[src/rtl/rf_wb_queue.sv]
// rf_wb_queue -- in-order write-back queue in front of a register-file write port.
//
// Producers post writes through a valid/ready handshake. Accepted writes are
// buffered in a circular FIFO and drained one per cycle into the register-file
// write port unless that port is stalled. A read-address lookup forwards the
// youngest pending data so readers never observe a stale register value.
//
// Parameters:
//   W      word width
//   N      register-file word count (address width AW = $clog2(N))
//   DEPTH  queue entries (power of two, >= 2)
//
// Ports:
//   clk, rst                          clock, synchronous active-high reset
//   i_req_vld/i_req_wa/i_req_wdata    producer write request
//   o_req_rdy                         queue can accept (depends on state only)
//   i_stall                           write port unavailable this cycle
//   o_wen/o_wa/o_wdata                register-file write port
//   i_ra                              forwarding lookup address
//   o_byp_hit/o_byp_data              youngest pending match for i_ra
//   o_cnt                             occupied entries
//
// Build option:
//   RF_WB_QUEUE_COALESCE_EN  when defined, an accepted write whose address
//   matches a valid non-head entry overwrites that entry's data in place
//   instead of allocating a new entry.
module rf_wb_queue #(
   parameter int W     = 32,
   parameter int N     = 32,
   parameter int DEPTH = 4,
   localparam int AW   = $clog2(N),
   localparam int AQ   = $clog2(DEPTH),
   localparam int CW   = AQ + 1
) (
   input  logic          clk,
   input  logic          rst,
   input  logic          i_req_vld,
   input  logic [AW-1:0] i_req_wa,
   input  logic [W-1:0]  i_req_wdata,
   output logic          o_req_rdy,
   input  logic          i_stall,
   output logic          o_wen,
   output logic [AW-1:0] o_wa,
   output logic [W-1:0]  o_wdata,
   input  logic [AW-1:0] i_ra,
   output logic          o_byp_hit,
   output logic [W-1:0]  o_byp_data,
   output logic [CW-1:0] o_cnt
);

   localparam logic [CW-1:0] FULL_CNT = CW'(DEPTH);

   logic [DEPTH-1:0] vld_reg;
   logic [AW-1:0]    wa_reg    [DEPTH];
   logic [W-1:0]     wdata_reg [DEPTH];
   logic [AQ-1:0]    head_reg;
   logic [AQ-1:0]    tail_reg;
   logic [CW-1:0]    cnt_reg;

   logic             not_empty;
   logic             push;
   logic             pop;
   logic             alloc;
   logic [DEPTH-1:0] byp_match;

   assign not_empty  = (cnt_reg != '0);
   assign o_req_rdy  = (cnt_reg != FULL_CNT);
   assign o_wen      = not_empty & ~i_stall;
   assign o_wa       = not_empty ? wa_reg[head_reg]    : '0;
   assign o_wdata    = not_empty ? wdata_reg[head_reg] : '0;
   assign o_cnt      = cnt_reg;

   assign push = i_req_vld & o_req_rdy;
   assign pop  = o_wen;

`ifdef RF_WB_QUEUE_COALESCE_EN
   // The head is never a merge target: it may be leaving this very cycle.
   logic [DEPTH-1:0] mrg_match;
   genvar gm;
   generate
      for (gm = 0; gm < DEPTH; gm++) begin : g_mrg
         assign mrg_match[gm] = vld_reg[gm] && (AQ'(gm) != head_reg) &&
                                (wa_reg[gm] == i_req_wa);
      end
   endgenerate
   assign alloc = push & ~(|mrg_match);
`else
   assign alloc = push;
`endif

   genvar gi;
   generate
      for (gi = 0; gi < DEPTH; gi++) begin : g_byp
         assign byp_match[gi] = vld_reg[gi] && (wa_reg[gi] == i_ra);
      end
   endgenerate

   // Walk entries oldest to youngest starting at the head; a later match
   // overrides an earlier one, so the youngest matching entry wins.
   always_comb begin
      o_byp_hit  = 1'b0;
      o_byp_data = '0;
      for (int k = 0; k < DEPTH; k++) begin
         if (byp_match[head_reg + AQ'(k)]) begin
            o_byp_hit  = 1'b1;
            o_byp_data = wdata_reg[head_reg + AQ'(k)];
         end
      end
   end

   always_ff @(posedge clk) begin
      if (rst) begin
         vld_reg  <= '0;
         head_reg <= '0;
         tail_reg <= '0;
         cnt_reg  <= '0;
         for (int k = 0; k < DEPTH; k++) begin
            wa_reg[k]    <= '0;
            wdata_reg[k] <= '0;
         end
      end else begin
         // Tail can only equal head with a live head entry when full, and a
         // full queue never allocates, so pop and alloc never collide.
         if (pop) begin
            vld_reg[head_reg]   <= 1'b0;
            wa_reg[head_reg]    <= '0;
            wdata_reg[head_reg] <= '0;
            head_reg            <= head_reg + 1'b1;
         end
         if (alloc) begin
            vld_reg[tail_reg]   <= 1'b1;
            wa_reg[tail_reg]    <= i_req_wa;
            wdata_reg[tail_reg] <= i_req_wdata;
            tail_reg            <= tail_reg + 1'b1;
         end
`ifdef RF_WB_QUEUE_COALESCE_EN
         for (int k = 0; k < DEPTH; k++) begin
            if (push && mrg_match[k]) begin
               wdata_reg[k] <= i_req_wdata;
            end
         end
`endif
         case ({alloc, pop})
            2'b10:   cnt_reg <= cnt_reg + 1'b1;
            2'b01:   cnt_reg <= cnt_reg - 1'b1;
            default: cnt_reg <= cnt_reg;
         endcase
      end
   end

endmodule

[config.mk]
export PLATFORM = sky130hd
export DESIGN_NAME = rf_wb_queue
export DESIGN_NICKNAME = d
export VERILOG_FILES = /design/src/rtl/rf_wb_queue.sv
export SDC_FILE = /design/constraint.sdc
export NUM_CORES = 1
export LEC_CHECK = 0
export ABC_AREA = 1
export BUFFER_PORTS_ARGS = -buffer_cell sky130_fd_sc_hd__buf_2
export CAP_MARGIN = 5
export CORE_UTILIZATION = 25
export DETAILED_ROUTE_END_ITERATION = 12
export GPL_ROUTABILITY_DRIVEN = 0
export PLACE_DENSITY = 0.45
export SYNTH_ARGS = -nofsm -noshare
export SYNTH_HDL_FRONTEND = slang
export SYNTH_SLANG_ARGS = --single-unit
export TNS_END_PERCENT = 5
[constraint.sdc]
create_clock -name clk -period 4.1 [get_ports clk]
set_clock_uncertainty 0.2 [all_clocks]
set_input_delay 0.205 -clock clk [delete_from_list [all_inputs] [get_ports clk]]
set_output_delay 0.205 -clock clk [all_outputs]
set_load 0.02 [all_outputs]
# Yosys cells after proc, flatten, opt, wreduce, memory -nomap -nowiden
# Memory sizes are Yosys's and may differ from the RTL's. A register that Yosys moved wholly into a read port is not among the register bits.
# Cells that the tools add are included.
totals:
  regBits: 11
  ram_bits: 148
  in_bits: 46
  output_inout_bits: 75
  elab_cells: 94
  n_memories: 2
memory_table:
  columns: ["memory", "words", "word_bits", "rd", "rd_clocked_by_memory_dff", "wr", "line_no", "source"]
  rows:
  - ["wdata_reg", 4, 32, 4, 1, 4, "55", "logic [W-1:0] wdata_reg [DEPTH];"]
  - ["wa_reg", 4, 5, 5, 1, 4, "54", "logic [AW-1:0] wa_reg [DEPTH];"]
op_classes:
  n_addsub: 6
  magnitude_cmp: 7
  eq_ne: 7
  mux: 50
  bitwise_logic: 6
  reduce_logical: 12
ops:
  columns: ["operator", "n"]
  rows:
  - ["$mux 32", 7]
  - ["$reduce_or 32->1", 2]
  - ["$mux 1", 22]
  - ["$eq 5x5->1", 4]
  - ["$mux 2", 8]
  - ["$lt 2x3->1 const B", 5]
  - ["$mux 5", 3]
  - ["$mux 4", 3]
  - ["$reduce_or 5->1", 2]
  - ["$bmux 1 s2", 4]
  - ["$logic_and 1x1->1", 6]
  - ["$pmux 3 s2", 1]
  - ["$add 2x1->2 const B", 2]
  - ["$add 2x2->2 const B", 2]
  - ["$and 4x4->4", 1]
  - ["$demux 1 s2", 2]
  - ["$ge 2x1->1 const B", 2]
  - ["$not 4->4", 1]
  - ["$or 4x4->4", 1]
  - ["$add 3x1->3 const B", 1]
  - ["$ne 3x3->1 const B", 1]
  - ["$reduce_bool 3->1", 1]
  - ["$sub 3x1->3 const B", 1]
  - ["$and 1x1->1", 2]
  - ["other kinds (4)", 4]

# Logic depth before layout (Yosys ltp)
logic_depth:
  word_depth: 10
  mapped_depth: 16
  depth_no_buf: 15

# Worst setup path after synthesis
# OpenSTA, ideal clock, no wires.
synth_timing:
  kind: "reg2reg"
  from: "register cnt_reg[2], in the netlist o_cnt[2]"
  to: "memory wa_reg[2][0] (netlist bit) (enable)"
  setup_time_ns: 0.442
  t_arrival_ns: 3.269
  t_required_ns: 3.458
  path_slack_ns: 0.189
  stages_incl_launch_ff: 7
  n_path_buf: 0
  synth_period_minus_slack_ns: 3.911
  cell_sequence: "dfxtp_1 -> nor3_1 -> nor2_1 -> nand2_1 -> nor2_1 -> inv_1 -> o211ai_1"
synth_rtl:
  columns: ["element", "line_no", "source"]
  rows:
  - ["from (decl)", "58", "logic [CW-1:0] cnt_reg;"]
  - ["from (signal assigned)", "144", "2'b10: cnt_reg <= cnt_reg + 1'b1;"]
  - ["from (signal assigned)", "145", "2'b01: cnt_reg <= cnt_reg - 1'b1;"]
  - ["from (signal assigned)", "146", "default: cnt_reg <= cnt_reg;"]
  - ["to (decl)", "54", null]

# Worst setup path in the final report
layout_timing:
  from: "register head_reg[0]"
  to: "output port o_byp_data[7]"
layout_between:
  elab_chain_len: 6
  elab_cells_between_ends: 16
  cone_classes: "add/sub: 3; mux: 12; memory: 1"
layout_lines:
  columns: ["element", "line_no", "source"]
  rows:
  - ["from (decl)", "56", "logic [AQ-1:0] head_reg;"]
  - ["from (signal assigned)", "128", "head_reg <= head_reg + 1'b1;"]
  - ["$add 2x1->2 / $bmux 1 s2 (equally long branches)", "104, 106", null]
  - ["$bmux 1 s2 / $mux 1 (equally long branches)", "104", "if (byp_match[head_reg + AQ'(k)]) begin"]
  - ["$mux 1 (implied by the code) / $mux 32 (equally long branches)", "104", null]
  - ["$mux 32 (2 in a row)", "104", null]
  - ["$mux 32 (*)", "104", null]
  - ["to (decl)", "47", "output logic [W-1:0] o_byp_data,"]
# Mark *: on every way between the ends. The rest lies on a longest branch, timed or not. The select of a mux whose other input is x is not followed.

==> impl_metrics.yaml <==
place:
  placed_area_um2: 13000
  dpl_worst_slack_ps: 838
  hpwlAfterDp_mm: 25.1
  io_buffers: 120
floorplan:
  ios: 121
  die_x_um: 221
  die_h_um: 221
  initial_core_util: 0.255
  core_um2: 46900
  fp-row-count: 79
  dieArea_um2: 48700
synth:
  ys_ff_latch: 161
  syn_inst: 1684
  syn_area_um2: 12000
  yosysTopAreaCellShare: 0.372
  synthArstFlopShare: 0
  synth_edf_count: 148
  yosysSeqAreaShare: 0.394
  yosys_warnings: 0
  ys.flop_type: "edfxtp_1"
  synth_fp_nets: 1740
  synth_top_area_cell: "edfxtp_1"
  yosysUniqueCellTypes: 30
  synth_commonest_cells: "nand2_1, nor2_1, inv_1"
  synth.area.top_cells: "edfxtp_1, nand2_1, nor2_1"
  synth.avg_cell_area_um2: 7.10
  synth_most_common_cell: "nand2_1"
worst_setup_path:
  worstSetupPathType: "register to output port"
  cp_data_required_time_ps: 3690
  cp-endpoint: "o_byp_data[7]"
  startpoint_type: "register"
  r2r_slack_ps: 1010
  path_common_cell: "nand2_1"
  path_max_fanout: 37
  slowest_delay_ps: 580
  crit_slowest_cell: "dfxtp_4"
  path_cells: "inv_2 -> ha_2 -> buf_4 -> nand3_2 -> nand2_4 -> nand3_1 -> nand2_1 -> nand2_1 -> nand2_1 -> buf_2"
  crit_start: "head_reg[0]"
  rr_endpoint: "wdata_reg[1][21]"
  end_kind: "output port"
  timing.rr.start: "head_reg[0]"
  rr_worst_depth: 4
  crit_arrival_ps: 3320
sta:
  setup_slack_ps: 375
  period_needed_ps: 3730
  rsz0062_at_grt: "false"
  holdWs_ps: 87.5
  tightest_slew_ps: 979
  drv_slew: 0
  finalSetupTns_ps: 0
  min_period_over_period: 0.909
  fmax_mhz: 268
  relSlewSlack: 0.348
  setup_viol: 0
  hold_violations: 0
cts:
  cts_max_path_buffers: 2
  clk_pin_slew_worst_paths_ps: 60
  cts_tree: "yes"
  htree_levels: 4
  clkLatencyLatePin_ps: 440
  cts-root-buf: "clkbuf_16"
  clock_sinks: 161
  cts-buffers-inserted: 17
detailed_routing:
  drc: 7
  ant_nets: 0
  drt_iter0_markers: 854
  wire_per_inst_um: 18.2
  routed_wl_mm: 43.6
  first_pass_iters: 9
  viasPerCell: 4.72
  via_count: 11300
pwr:
  p_leak_nw: 6.45
  powerDensity_nw_per_um2: 729
  p_sw_frac: 0.517
  p_sw_mw: 5.26
  comb_power_share: 0.586
  pwr-share-clk: 0.161
  cell_internal_pwr_mw: 4.90
  seq_power_share: 0.253
  worst_ir_drop_vdd_v: 0.000557
final_layout:
  nets: 1830
  diodes: 0
  final_area_um2: 13900
  largest_register_ff_count: 128
  area_growth_pct: 16.6
  nFillCells: 5192
  layout-drive-gt1-share: 0.130
job:
  maxCapViolations: 0
global_route:
  grt_overflow: 0
  grt_pass1_vias: 10900
  grt_max_degree: 97
  antenna_found_initial: 0
  grt_usage: 0.180
  grt_pass1_wl_mm: 65.1
status:
  violations: "DRC"
  status: "finished with violations"
hold_path:
  hold_path.class: "primary input to register"
per-stage QoR:
step,utilization,power [mW],std cells
after floorplan,-,6.68,1684
after global placement,0.277,8.55,2323
after detailed placement,0.277,8.57,2323
after CTS,0.297,10.3,2394
after global routing,0.297,11.0,2394
final,0.297,10.2,2394
per-layer routing:
metal	up-vias	wire, um	GRT usage
met5	-	0	0
met4	0	595	0.0475
met3	45	2590	0.0329
met2	356	20600	0.306
met1	5309	19800	0.234
li1	5597	-	-
cells by family after synthesis:
kind of cell,synth area share
xor gates and xnor gates,0.00220
and+or+nand+nor,0.289
buffers and inverters,0.125
muxes,0.0536
DFF,0.394
adders and majority gates,0.0111
AOI/OAI and AO/OA,0.126
area by class of cell:
| cell class | count | area [um^2] | share of cell area |
|---|---|---|---|
| clock inverter | 12 | 141 | 0.0101 |
| timing repair buffer | 186 | 1230 | 0.0884 |
| inverter | 232 | 872 | 0.0626 |
| multi-input combinational | 1176 | 5780 | 0.415 |
| tap | 607 | 759 | 0.0545 |
| clock buffer | 20 | 437 | 0.0313 |
| sequential | 161 | 4710 | 0.338 |
cells in the final DEF, fill, tap and decap left out, drive strengths merged:
master,Yosys,routed
dlygate4sd3,0,39
nor2,293,293
xnor2,1,1
o22ai,2,2
nand3,119,119
dfxtp,13,13
clkinv,0,9
nor3,3,3
o21ai,114,114
xor2,2,2
fa,1,1
clkbuf,36,20
inv,232,231
nand2,412,412
buf,79,147
clkinvlp,0,1
a21boi,3,3
mux2i,64,64
bufinv,0,3
o211ai,4,4
a21oi,117,117
a32oi,32,32
ha,9,9
edfxtp,148,148
worst max-delay path: cells and delay by family (launching register included):
kind / cells / cell delay [ps]
AND/OR/NAND/NOR: 6 / 1170
buffers and inverters: 3 / 780
flip-flops: 1 / 580
adder cells (fa/ha/maj): 1 / 340
how the worst min path moves through the flow:
stage                  from         end  slack, ps  depth (start not counted)
floorplan               rst    o_cnt[1]         80                          1
global placement        rst    o_cnt[1]        220                          2
detailed placement      rst    o_cnt[1]        230                          2
CTS                 i_stall    register         70                          3
global route        i_stall  vld_reg[0]        100                          6
finish              i_stall    register         90                          3
power groups by stage:
stage,Sequential (mW),Combinational [mW],Clock (mW)
floorplan,2.46,4.23,0
global placement,2.60,5.96,0
detailed placement,2.60,5.97,0
CTS,2.57,6.02,1.67
global route,2.62,6.61,1.73
finish,2.58,5.95,1.64
repair_timing:
| item | 4_1_cts | 5_1_grt |
|---|---|---|
| gates resized for setup | 0 | 0 |
| hold buffers | 39 | 0 |
| setup buffers | 0 | 0 |
| hold endpoints to repair | 149 | 0 |
(Power assumes the default switching activity.)
